<file path="src/rtl/pwm_duty_ramp.sv">
// Duty-cycle slew limiter for the PWM generator: latches a target duty and
// steps dc_out toward it by step_sz once every rate+1 enabled clocks.
module pwm_duty_ramp #(
   parameter int DC_MAX = 100,
   parameter int RATE_W = 8
) (
   input  logic              clk,
   input  logic              reset,
   input  logic              en,
   input  logic [6:0]        target_in,
   input  logic              target_load,
   input  logic [RATE_W-1:0] rate,
   input  logic [3:0]        step_sz,
   output logic [6:0]        dc_out,
   output logic              busy,
   output logic              done,
   output logic              clamp_err
);

   // UP and DOWN share bit 1 so busy is a single flop output, glitch-free.
   typedef enum logic [1:0] {
      IDLE = 2'b00,
      UP   = 2'b10,
      DOWN = 2'b11
   } state_t;

   localparam logic [6:0] DC_MAX_V = 7'(DC_MAX);

   state_t            state, state_nx;
   logic [6:0]        tgt_reg;
   logic [RATE_W-1:0] pcnt;
   logic              state_chg;
   logic              run;
   logic              tick;
   logic [3:0]        step_eff;
   logic [7:0]        up_sum;
   logic [7:0]        dn_diff;
   logic [6:0]        up_val;
   logic [6:0]        dn_val;
   logic              over_max;

   // NOTE: every always_comb output gets a default first so no path can leave it unassigned (no latch).
   always_comb begin
      state_nx = state;
      if (tgt_reg > dc_out)
         state_nx = UP;
      else if (tgt_reg < dc_out)
         state_nx = DOWN;
      else
         state_nx = IDLE;
   end

   assign state_chg = (state_nx != state);
   // A tick is suppressed on a direction change so a stale min/max can't jump dc_out.
   assign run       = en && (state != IDLE) && !state_chg;
   assign tick      = run && (pcnt == rate);
   assign step_eff  = (step_sz == 4'd0) ? 4'd1 : step_sz;
   assign up_sum    = {1'b0, dc_out} + {4'b0000, step_eff};
   assign dn_diff   = {1'b0, dc_out} - {4'b0000, step_eff};
   assign up_val    = (up_sum > {1'b0, tgt_reg}) ? tgt_reg : up_sum[6:0];
   assign dn_val    = (dn_diff[7] || (dn_diff < {1'b0, tgt_reg})) ? tgt_reg : dn_diff[6:0];
   assign over_max  = (target_in > DC_MAX_V);
   assign busy      = state[1];

   // NOTE: sequential state uses non-blocking assignments so all flops sample pre-edge values.
   always_ff @(posedge clk or posedge reset) begin
      if (reset) begin
         state     <= IDLE;
         tgt_reg   <= '0;
         dc_out    <= '0;
         pcnt      <= '0;
         done      <= 1'b0;
         clamp_err <= 1'b0;
      end else begin
         state     <= state_nx;
         done      <= (state != IDLE) && (state_nx == IDLE);
         clamp_err <= target_load && over_max;

         if (target_load)
            tgt_reg <= over_max ? DC_MAX_V : target_in;

         if (state_chg)
            pcnt <= '0;
         else if (run)
            pcnt <= tick ? '0 : pcnt + 1'b1;

         if (tick)
            dc_out <= (state == UP) ? up_val : dn_val;
      end
   end

endmodule

</file>
<file path="config.mk">
export PLATFORM = sky130hd
export DESIGN_NAME = pwm_duty_ramp
export DESIGN_NICKNAME = d
export VERILOG_FILES = /design/src/rtl/pwm_duty_ramp.sv
export SDC_FILE = /design/constraint.sdc
export NUM_CORES = 1
export LEC_CHECK = 0
export CORE_UTILIZATION = 55
export DETAILED_ROUTE_END_ITERATION = 8
export PLACE_DENSITY = 0.82
export RECOVER_POWER = 25
export SYNTH_ARGS = -nofsm -noshare
export SYNTH_HDL_FRONTEND = slang
export SYNTH_SLANG_ARGS = --single-unit
</file>
<file path="constraint.sdc">
create_clock -name clk -period 3.25 [get_ports clk]
set_input_delay 0.65 -clock clk [delete_from_list [all_inputs] [get_ports clk]]
set_output_delay 0.65 -clock clk [all_outputs]
set_load 0.01 [all_outputs]
</file>
==> results of run 1 <==
## layout by cell type (no fill, tap or decap), types with 7 or more instances in the layout
master,Yosys,layout
nor2_1,16,14
a21oi_1,17,11
xor2_1,9,8
inv_1,21,17
clkdlybuf4s50_1,0,25
ha_4,0,7
nand3_1,12,11
buf_4,0,36
nand2b_1,7,7
nand2_1,10,9
dfrtp_1,26,26
ha_1,29,21
a21oi_2,1,7
o21ai_0,13,9
## timing repair
item	4_1_cts	5_1_grt
buffers inserted	4	4
pin swaps	27	24
endpoints found under the setup margin	7	7
resized for setup	39	28
## worst min-delay path by stage
| stage | endpoint | slack, ns | depth (start not counted) |
|---|---|---|---|
| final | pcnt[2] | 0.56 | 1 |
| after global routing | pcnt[2] | 0.59 | 1 |
| after CTS | pcnt[4] | 0.55 | 1 |
| after detailed placement | pcnt[4] | 0.53 | 1 |
| after global placement | pcnt[2] | 0.52 | 1 |
| after floorplan | pcnt[2] | 0.50 | 1 |
## cell type report
cell class | count | area [sq um]
clock buffers | 3 | 41.3
inverters | 21 | 81.3
repair buffers | 69 | 601
clock inverters | 1 | 30.0
well taps | 48 | 60.1
fillers | 200 | 524
flip-flops and latches | 26 | 651
multi-input cells | 199 | 1810
## report_power, final
group	total (mW)	internal, mW	switching [mW]
sequential	0.414	0.361	0.0535
combinational	1.10	0.532	0.568
clock	0.276	0.165	0.111
total	1.79	1.06	0.733
## per-stage QoR
| step | instances | TNS (ns) | power [mW] |
|---|---|---|---|
| 2_1_floorplan | 251 | 0 | 0.919 |
| 3_3_place_gp | 355 | -4.27 | 1.19 |
| 3_5_place_dp | 355 | -4.98 | 1.22 |
| 4_1_cts | 363 | 0 | 1.59 |
| 5_1_grt | 367 | -1.05 | 1.87 |
| 6_report | 367 | -0.541 | 1.79 |
## metal layers
metal	global-route usage	up-vias	share of wire
met4	0.0771	0	0.040
li1	-	1062	-
met2	0.491	141	0.47
met3	0.0431	30	0.072
met1	0.454	1108	0.42
met5	0	-	0
## cells by family (layout without fill, tap and decap cells)
kind of cell / after synthesis / count (layout) / synth area share
buffers and inverters: 26 / 94 / 0.0501
AO/OA/AOI/OAI: 82 / 82 / 0.255
flip-flops: 26 / 26 / 0.286
multiplexers: 1 / 1 / 0.00496
AND/OR/NAND/NOR: 67 / 67 / 0.157
XOR/XNOR: 18 / 18 / 0.0694
adder cells (fa/ha/maj): 31 / 31 / 0.177
==> flow_metrics.py, run 1 <==
metrics = {
    "outcome": {
        "status": "complete, but fails checks",
        "violations": "negative setup slack",
    },
    "floorplanning": {
        "coreArea_sq_um": 3800,
        "dieArea_sq_um": 4390,
        "ios": 33,
        "initial_core_util": 0.598,
        "die_w_um": 66.3,
        "rows": 22,
        "chipHeight_um": 66.3,
    },
    "finish": {
        "layout-drive-gt1-share": 0.313,
        "final_area_sq_um": 3270,
        "fin_util": 0.862,
        "final_net_count": 374,
        "largest_reg_flops": 8,
        "antenna_cells": 0,
        "syn_to_final_growth_pct": 44.1,
    },
    "place": {
        "place_hpwl_um": 4590,
        "numPortBuffers": 32,
        "place.gp.congestion": 0.919,
        "place_area_sq_um": 2880,
        "dp_slack_ns": -0.763,
    },
    "clock_tree": {
        "hold_buffers": 0,
        "clock_latency_ns": 0.28,
        "cts_tree": "built",
        "cts.path.max_buffers": 2,
        "root_buffer": "clkbuf_8",
        "htreeDepth": 1,
        "clkTransAtPathRegs_ns": 0.10,
        "cts_inserted_buffers": 3,
        "cts_sinks": 26,
    },
    "critical_path": {
        "critPathTopFamily": "compound AO/OA/AOI/OAI gates",
        "worstSetupEndpointType": "register",
        "path_class": "in2reg",
        "r2r_cells": 15,
        "crit_chain": "buf_6, inv_4, a31o_4, ha_4, fa_2, nand2b_1, a2bb2oi_2, buf_4, xnor2_4, ha_2, a21o_1, a21oi_2, and3_4, o211ai_1, buf_4, a32oi_2, o21ai_1",
        "required_ns": 3.40,
        "r2r_start": "dc_out[0]",
        "reg2reg_slack_ns": 0.07,
        "critPathSlowestCell": "fa_2",
        "cp.buffers_inverters": 4,
        "cpPeakStageDelay_ns": 0.34,
        "startpoint": "step_sz[1]",
        "cp.arrival_ns": 3.51,
        "worst_r2r_endpoint": "dc_out[3]",
        "critPathLaunchType": "primary input",
        "crit_top_cell": "buf_4",
        "crit_cells": 17,
        "crit_path_end": "dc_out[3]",
        "worstPathMaxFanout": 6,
    },
    "flow_run": {
        "cap_violations": 0,
    },
    "min_path": {
        "worstHoldStart": "pcnt[2]",
        "min_path_type": "reg2reg",
    },
    "timing": {
        "finalCriticalPeriod_ns": 3.36,
        "hold_viol": 0,
        "drv_slew": 0,
        "slew_headroom": 0.325,
        "fmax_mhz": 298,
        "rsz0062_at_grt": "yes",
        "fin_skew_ns": 0.0142,
        "timing.hold.ws_ns": 0.556,
        "finalSetupViolCount": 7,
        "min_period_over_period": 1.03,
        "fin_ws_ns": -0.107,
        "worst_pin_slew_ns": 1.01,
    },
    "detailed_routing": {
        "avgRoutedWirePerCell_um": 20.0,
        "avgViaCountPerCell": 6.38,
        "vias": 2341,
        "ant_nets": 0,
        "drt_iter0_drc": 244,
        "dr.pass1.iters": 5,
        "wl_um": 7340,
        "drc_errors": 0,
    },
    "logic_synthesis": {
        "synth_cells": 251,
        "synth_seq_area_share": 0.286,
        "yosysTopAreaCell": "dfrtp_1",
        "synth_warnings": 0,
        "synth_ff_type": "dfrtp_1",
        "synth-edff-count": 0,
        "synthTopCellsByArea": "dfrtp_1 (29%), ha_1 (16%), a21oi_1 (3.7%)",
        "synth_top_area_share": 0.286,
        "synth_fp_nets": 305,
        "syn_avg_cell_area_sq_um": 9.05,
        "syn_area_sq_um": 2270,
        "synth_commonest_cells": "ha_1 (29), dfrtp_1 (26), inv_1 (21)",
        "synth.most_common_cell": "ha_1",
        "synth.distinct_cells": 54,
        "ys_seq_elements": 26,
        "async_flop_share": 1.00,
    },
    "global_routing": {
        "overflow": 0,
        "antenna_found_initial": 0,
        "first_global_vias": 2137,
        "grt_max_degree": 27,
        "grt_usage": 0.313,
        "grt_pass1_wl_um": 10400,
    },
    "power": {
        "vdd_drop_max_uv": 356,
        "leakage_nw": 1.42,
        "powerDensity_nw_per_um2": 547,
    },
}
(Power assumes the default switching activity.)
==> run 2: changes to the inputs <==
--- a/config.mk
+++ b/config.mk
@@ -5,6 +5,7 @@
 export SDC_FILE = /design/constraint.sdc
 export NUM_CORES = 1
 export LEC_CHECK = 0
+export CORE_MARGIN = 10
 export CORE_UTILIZATION = 55
 export DETAILED_ROUTE_END_ITERATION = 8
 export PLACE_DENSITY = 0.82
==> flow_metrics.py, run 2 (same netlist as run 1, synthesis figures left out) <==
metrics = {
    "outcome": {
        "status": "complete, but fails checks",
        "violations": "negative setup slack",
    },
    "flow_run": {
        "cap_violations": 0,
    },
    "timing": {
        "rsz0062_at_grt": "yes",
        "fin_skew_ns": 0.00852,
        "slew_headroom": 0.319,
        "fin_ws_ns": -0.141,
        "worst_pin_slew_ns": 1.02,
        "timing.hold.ws_ns": 0.545,
        "min_period_over_period": 1.04,
        "finalSetupViolCount": 7,
        "finalCriticalPeriod_ns": 3.39,
        "fmax_mhz": 295,
        "drv_slew": 0,
        "hold_viol": 0,
    },
    "critical_path": {
        "worst_r2r_endpoint": "dc_out[4]",
        "required_ns": 3.43,
        "path_class": "in2reg",
        "critPathLaunchType": "primary input",
        "worstPathMaxFanout": 6,
        "crit_path_end": "dc_out[4]",
        "r2r_start": "dc_out[0]",
        "r2r_cells": 15,
        "reg2reg_slack_ns": 0.04,
        "startpoint": "step_sz[1]",
        "cp.arrival_ns": 3.57,
        "worstSetupEndpointType": "register",
    },
    "floorplanning": {
        "coreArea_sq_um": 4000,
        "ios": 33,
        "initial_core_util": 0.568,
        "dieArea_sq_um": 7100,
        "die_w_um": 84.3,
        "rows": 23,
        "chipHeight_um": 84.3,
    },
    "min_path": {
        "min_path_type": "reg2reg",
        "worstHoldStart": "pcnt[2]",
    },
    "clock_tree": {
        "cts_tree": "built",
        "hold_buffers": 0,
        "cts_sinks": 26,
        "cts_inserted_buffers": 3,
        "cts.path.max_buffers": 2,
        "clock_latency_ns": 0.28,
        "root_buffer": "clkbuf_8",
        "htreeDepth": 1,
        "clkTransAtPathRegs_ns": 0.10,
    },
    "place": {
        "dp_slack_ns": -0.707,
        "numPortBuffers": 32,
        "place_area_sq_um": 2910,
        "place.gp.congestion": 0.988,
        "place_hpwl_um": 4990,
    },
    "power": {
        "power_frac_seq": 0.230,
        "powerDensity_nw_per_um2": 541,
        "power.internal_mw": 1.06,
        "p_clk_frac": 0.158,
        "switching_power_mw": 0.714,
        "p_sw_frac": 0.402,
        "vdd_drop_max_uv": 333,
        "leakage_nw": 1.43,
        "power.total_mw": 1.78,
        "pwr-share-comb": 0.612,
    },
    "detailed_routing": {
        "avgRoutedWirePerCell_um": 20.7,
        "wl_um": 7710,
        "dr.pass1.iters": 4,
        "ant_nets": 0,
        "drc_errors": 0,
        "drt_iter0_drc": 202,
        "vias": 2357,
        "avgViaCountPerCell": 6.32,
    },
    "global_routing": {
        "antenna_found_initial": 0,
        "overflow": 0,
        "first_global_vias": 2299,
        "grt_pass1_wl_um": 11300,
        "grt_usage": 0.189,
        "grt_max_degree": 27,
    },
    "finish": {
        "nFillCells": 248,
        "layout-drive-gt1-share": 0.313,
        "final_net_count": 378,
        "final_cell_mix": "buf_4 (41), dfrtp_1 (26), clkdlybuf4s50_1 (25)",
        "largest_reg_flops": 8,
        "antenna_cells": 0,
        "final_area_sq_um": 3280,
        "syn_to_final_growth_pct": 44.4,
        "final_common_cell": "buf_4",
    },
}
-- run 2: cell types whose count changed in the layout (fill, tap and decap cells not counted), moves of 2 or more --
cell,delta
buf_4,+5
buf_6,-2
inv_4,+2
inv_2,-2
-- run 2: power by group through the flow --
stage          Clock [mW]  Sequential [mW]  Combinational [mW]
5_1_grt             0.295            0.415                1.17
3_3_place_gp            0            0.407               0.795
4_1_cts             0.277            0.405               0.866
3_5_place_dp            0            0.409               0.822
2_1_floorplan           0            0.410               0.509
6_report            0.280            0.409                1.09
-- run 2: final cells by class --
cell class                 instances  area, sq um  share of cell area
multi-input combinational        199         1780               0.542
sequential                        26          651               0.198
timing repair buffer              73          631               0.192
inverter                          21         86.3              0.0263
tap                               50         62.6              0.0191
clock buffer                       3         41.3              0.0126
clock inverter                     1         30.0             0.00915
-- run 2: what timing repair did --
action,CTS,global route
resized for setup,23,38
pin swaps,9,33
buffers inserted,2,7
endpoints found under the hold margin,0,0
setup endpoints to repair,7,7
-- run 2: worst min path at each step --
stage | cells past startpoint | slack, ns | end
after floorplan | 1 | 0.50 | pcnt[2]
after global placement | 1 | 0.53 | pcnt[2]
after detailed placement | 1 | 0.53 | pcnt[2]
after CTS | 1 | 0.54 | pcnt[2]
after global routing | 1 | 0.59 | pcnt[2]
final | 1 | 0.55 | pcnt[2]
-- run 2: through the flow --
step                setup TNS, ns   util  std cells
floorplan                       0      -        251
global placement            -4.62  0.727        360
detailed placement          -4.65  0.727        360
CTS                             0  0.765        366
global route                -1.23  0.820        373
finish                     -0.442  0.820        373
-- run 2: worst max-delay path, stage by stage --
cell and delay (ns):
buf_8 0.10, inv_4 0.05, a31o_4 0.19, ha_4 0.14, inv_2 0.04, fa_2 0.39, a21oi_2 0.17, nor2_2 0.08
nor2_1 0.14, xnor2_1 0.15, ha_1 0.34, nand2_1 0.08, a211oi_2 0.27, o32a_4 0.23, and2_4 0.22, a22oi_2 0.10
a31oi_1 0.23
-- run 2: metal layers --
| metal | global-route usage | wire length, um |
|---|---|---|
| met1 | 0.218 | 2890 |
| met2 | 0.334 | 3910 |
| met3 | 0.0271 | 507 |
| met4 | 0.0868 | 408 |
| met5 | 0 | 0 |
==> run 3: changes to the inputs <==
==> constraint.sdc (replaced) <==
create_clock -name clk -period 3.25 [get_ports clk]
set_input_delay 0.65 -clock clk [delete_from_list [all_inputs] [get_ports clk]]
set_output_delay 0.65 -clock clk [all_outputs]
set_load 0.02 [all_outputs]
==> flow_metrics.py, run 3 (same netlist as run 1, synthesis figures left out) <==
metrics = {
    "outcome": {
        "status": "complete, but fails checks",
        "violations": "negative setup slack",
    },
    "critical_path": {
        "worstPathMaxFanout": 6,
        "required_ns": 3.40,
        "r2r_cells": 13,
        "critPathSlowestCell": "fa_2",
        "critPathLaunchType": "primary input",
        "path_class": "in2reg",
        "crit_chain": "clkdlybuf4s15_1, a31o_4, ha_4, fa_2, nand2b_1, a2bb2oi_2, buf_4, xnor2_4, ha_2, a21o_1, a21oi_2, and3_4, o211ai_1, buf_4, a21boi_1, o22ai_1",
        "crit_top_cell": "buf_4",
        "cp.arrival_ns": 3.46,
        "cpPeakStageDelay_ns": 0.36,
        "worstSetupEndpointType": "register",
    },
    "timing": {
        "min_period_over_period": 1.02,
        "slew_headroom": 0.329,
        "finalCriticalPeriod_ns": 3.31,
        "hold_viol": 0,
        "setup_tns_ns": -0.0923,
        "worst_pin_slew_ns": 1.01,
        "timing.hold.ws_ns": 0.539,
        "finalSetupViolCount": 3,
        "fin_ws_ns": -0.0560,
        "fmax_mhz": 302,
        "fin_skew_ns": 0.00541,
        "drv_slew": 0,
    },
    "global_routing": {
        "first_global_vias": 2255,
        "antenna_found_initial": 0,
        "grt_usage": 0.174,
        "grt_pass1_wl_um": 10500,
        "grt_max_degree": 27,
        "overflow": 0,
    },
    "floorplanning": {
        "rows": 23,
        "chipHeight_um": 84.3,
        "ios": 33,
        "dieArea_sq_um": 7100,
        "die_w_um": 84.3,
        "coreArea_sq_um": 4000,
        "initial_core_util": 0.568,
    },
    "finish": {
        "final_cell_mix": "buf_4 (35), dfrtp_1 (26), clkdlybuf4s50_1 (25)",
        "final_cells": 367,
        "final_common_cell": "buf_4",
        "syn_to_final_growth_pct": 38.5,
        "final_net_count": 372,
        "largest_reg_flops": 8,
        "final_area_sq_um": 3150,
        "layout-drive-gt1-share": 0.281,
        "antenna_cells": 0,
    },
    "power": {
        "p_sw_frac": 0.408,
        "switching_power_mw": 0.682,
        "power.total_mw": 1.67,
        "powerDensity_nw_per_um2": 531,
        "leakage_nw": 1.38,
        "pwr-share-comb": 0.591,
        "power_frac_seq": 0.244,
        "power.internal_mw": 0.991,
        "p_clk_frac": 0.165,
        "vdd_drop_max_uv": 356,
    },
    "clock_tree": {
        "hold_buffers": 0,
        "clkTransAtPathRegs_ns": 0.10,
        "htreeDepth": 1,
        "cts_tree": "built",
        "root_buffer": "clkbuf_8",
        "cts.path.max_buffers": 2,
        "cts_inserted_buffers": 3,
        "cts_sinks": 26,
        "clock_latency_ns": 0.28,
    },
    "detailed_routing": {
        "drt_iter0_drc": 258,
        "avgRoutedWirePerCell_um": 19.0,
        "drc_errors": 0,
        "ant_nets": 0,
        "dr.pass1.iters": 5,
        "vias": 2298,
        "wl_um": 6980,
        "avgViaCountPerCell": 6.26,
    },
    "place": {
        "dp.cells": 358,
        "place_area_sq_um": 2900,
        "place.gp.congestion": 0.996,
        "place_hpwl_um": 4770,
        "numPortBuffers": 32,
    },
    "flow_run": {
        "cap_violations": 0,
    },
    "min_path": {
        "min_path_type": "reg2reg",
        "whs_path_depth": 1,
    },
}
-- run 3: cell type report --
type | instances | area (sq um)
Clock inverter | 1 | 30.0
Inverter | 21 | 86.3
Fill cell | 258 | 853
Timing Repair Buffer | 67 | 581
Clock buffer | 3 | 41.3
Multi-Input combinational cell | 199 | 1700
Tap cell | 50 | 62.6
Sequential cell | 26 | 651
-- run 3: stage by stage --
| step | worst slack, ns | utilization |
|---|---|---|
| 2_1_floorplan | 0.000273 | - |
| 3_3_place_gp | -0.647 | 0.725 |
| 3_5_place_dp | -0.736 | 0.725 |
| 4_1_cts | 0.00950 | 0.763 |
| 5_1_grt | -0.165 | 0.787 |
| 6_report | -0.0560 | 0.787 |
-- run 3: repair_timing --
action                     in CTS  in global routing
pin swaps                      13                 15
setup endpoints to repair       7                  7
buffers inserted                1                  4
gates resized for setup        27                 22
-- run 3: critical path, delay by kind of cell --
family / cells / cell delay, ns
adder cells (fa/ha/maj): 3 / 0.70
AND/OR/NAND/NOR: 2 / 0.36
buffers and inverters: 3 / 0.50
AO/OA/AOI/OAI: 7 / 1.10
XOR/XNOR: 1 / 0.12
-- run 3: power by group through the flow --
stage               clock network (mW)  logic (mW)  registers, mW
floorplan                            0       0.509          0.419
global placement                     0       0.784          0.408
detailed placement                   0       0.809          0.411
CTS                              0.277       0.872          0.405
global route                     0.292        1.06          0.414
finish                           0.276       0.988          0.408
-- run 3: routing by layer --
metal  track usage  up-vias  routed length (um)
met1         0.198     1054                2780
met3        0.0329       42                 499
li1              -     1056                   -
met5             0        -                   0
met4        0.0883        0                 343
met2         0.301      146                3350
-- run 3: path summary, 6_finish.rpt --
| kind | startpoint | endpoint | slack, ns |
|---|---|---|---|
| setup reg to reg | dc_out[3] | dc_out[0] | 0.10 |
| min in group asynchronous | reset | tgt_reg[3] | 1.04 |
| hold reg to reg | pcnt[2] | pcnt[2] | 0.54 |
| setup / recovery | step_sz[0] | dc_out[0] | -0.06 |
| hold / removal | pcnt[2] | pcnt[2] | 0.54 |
| max in group asynchronous | reset | dc_out[2] | 1.60 |
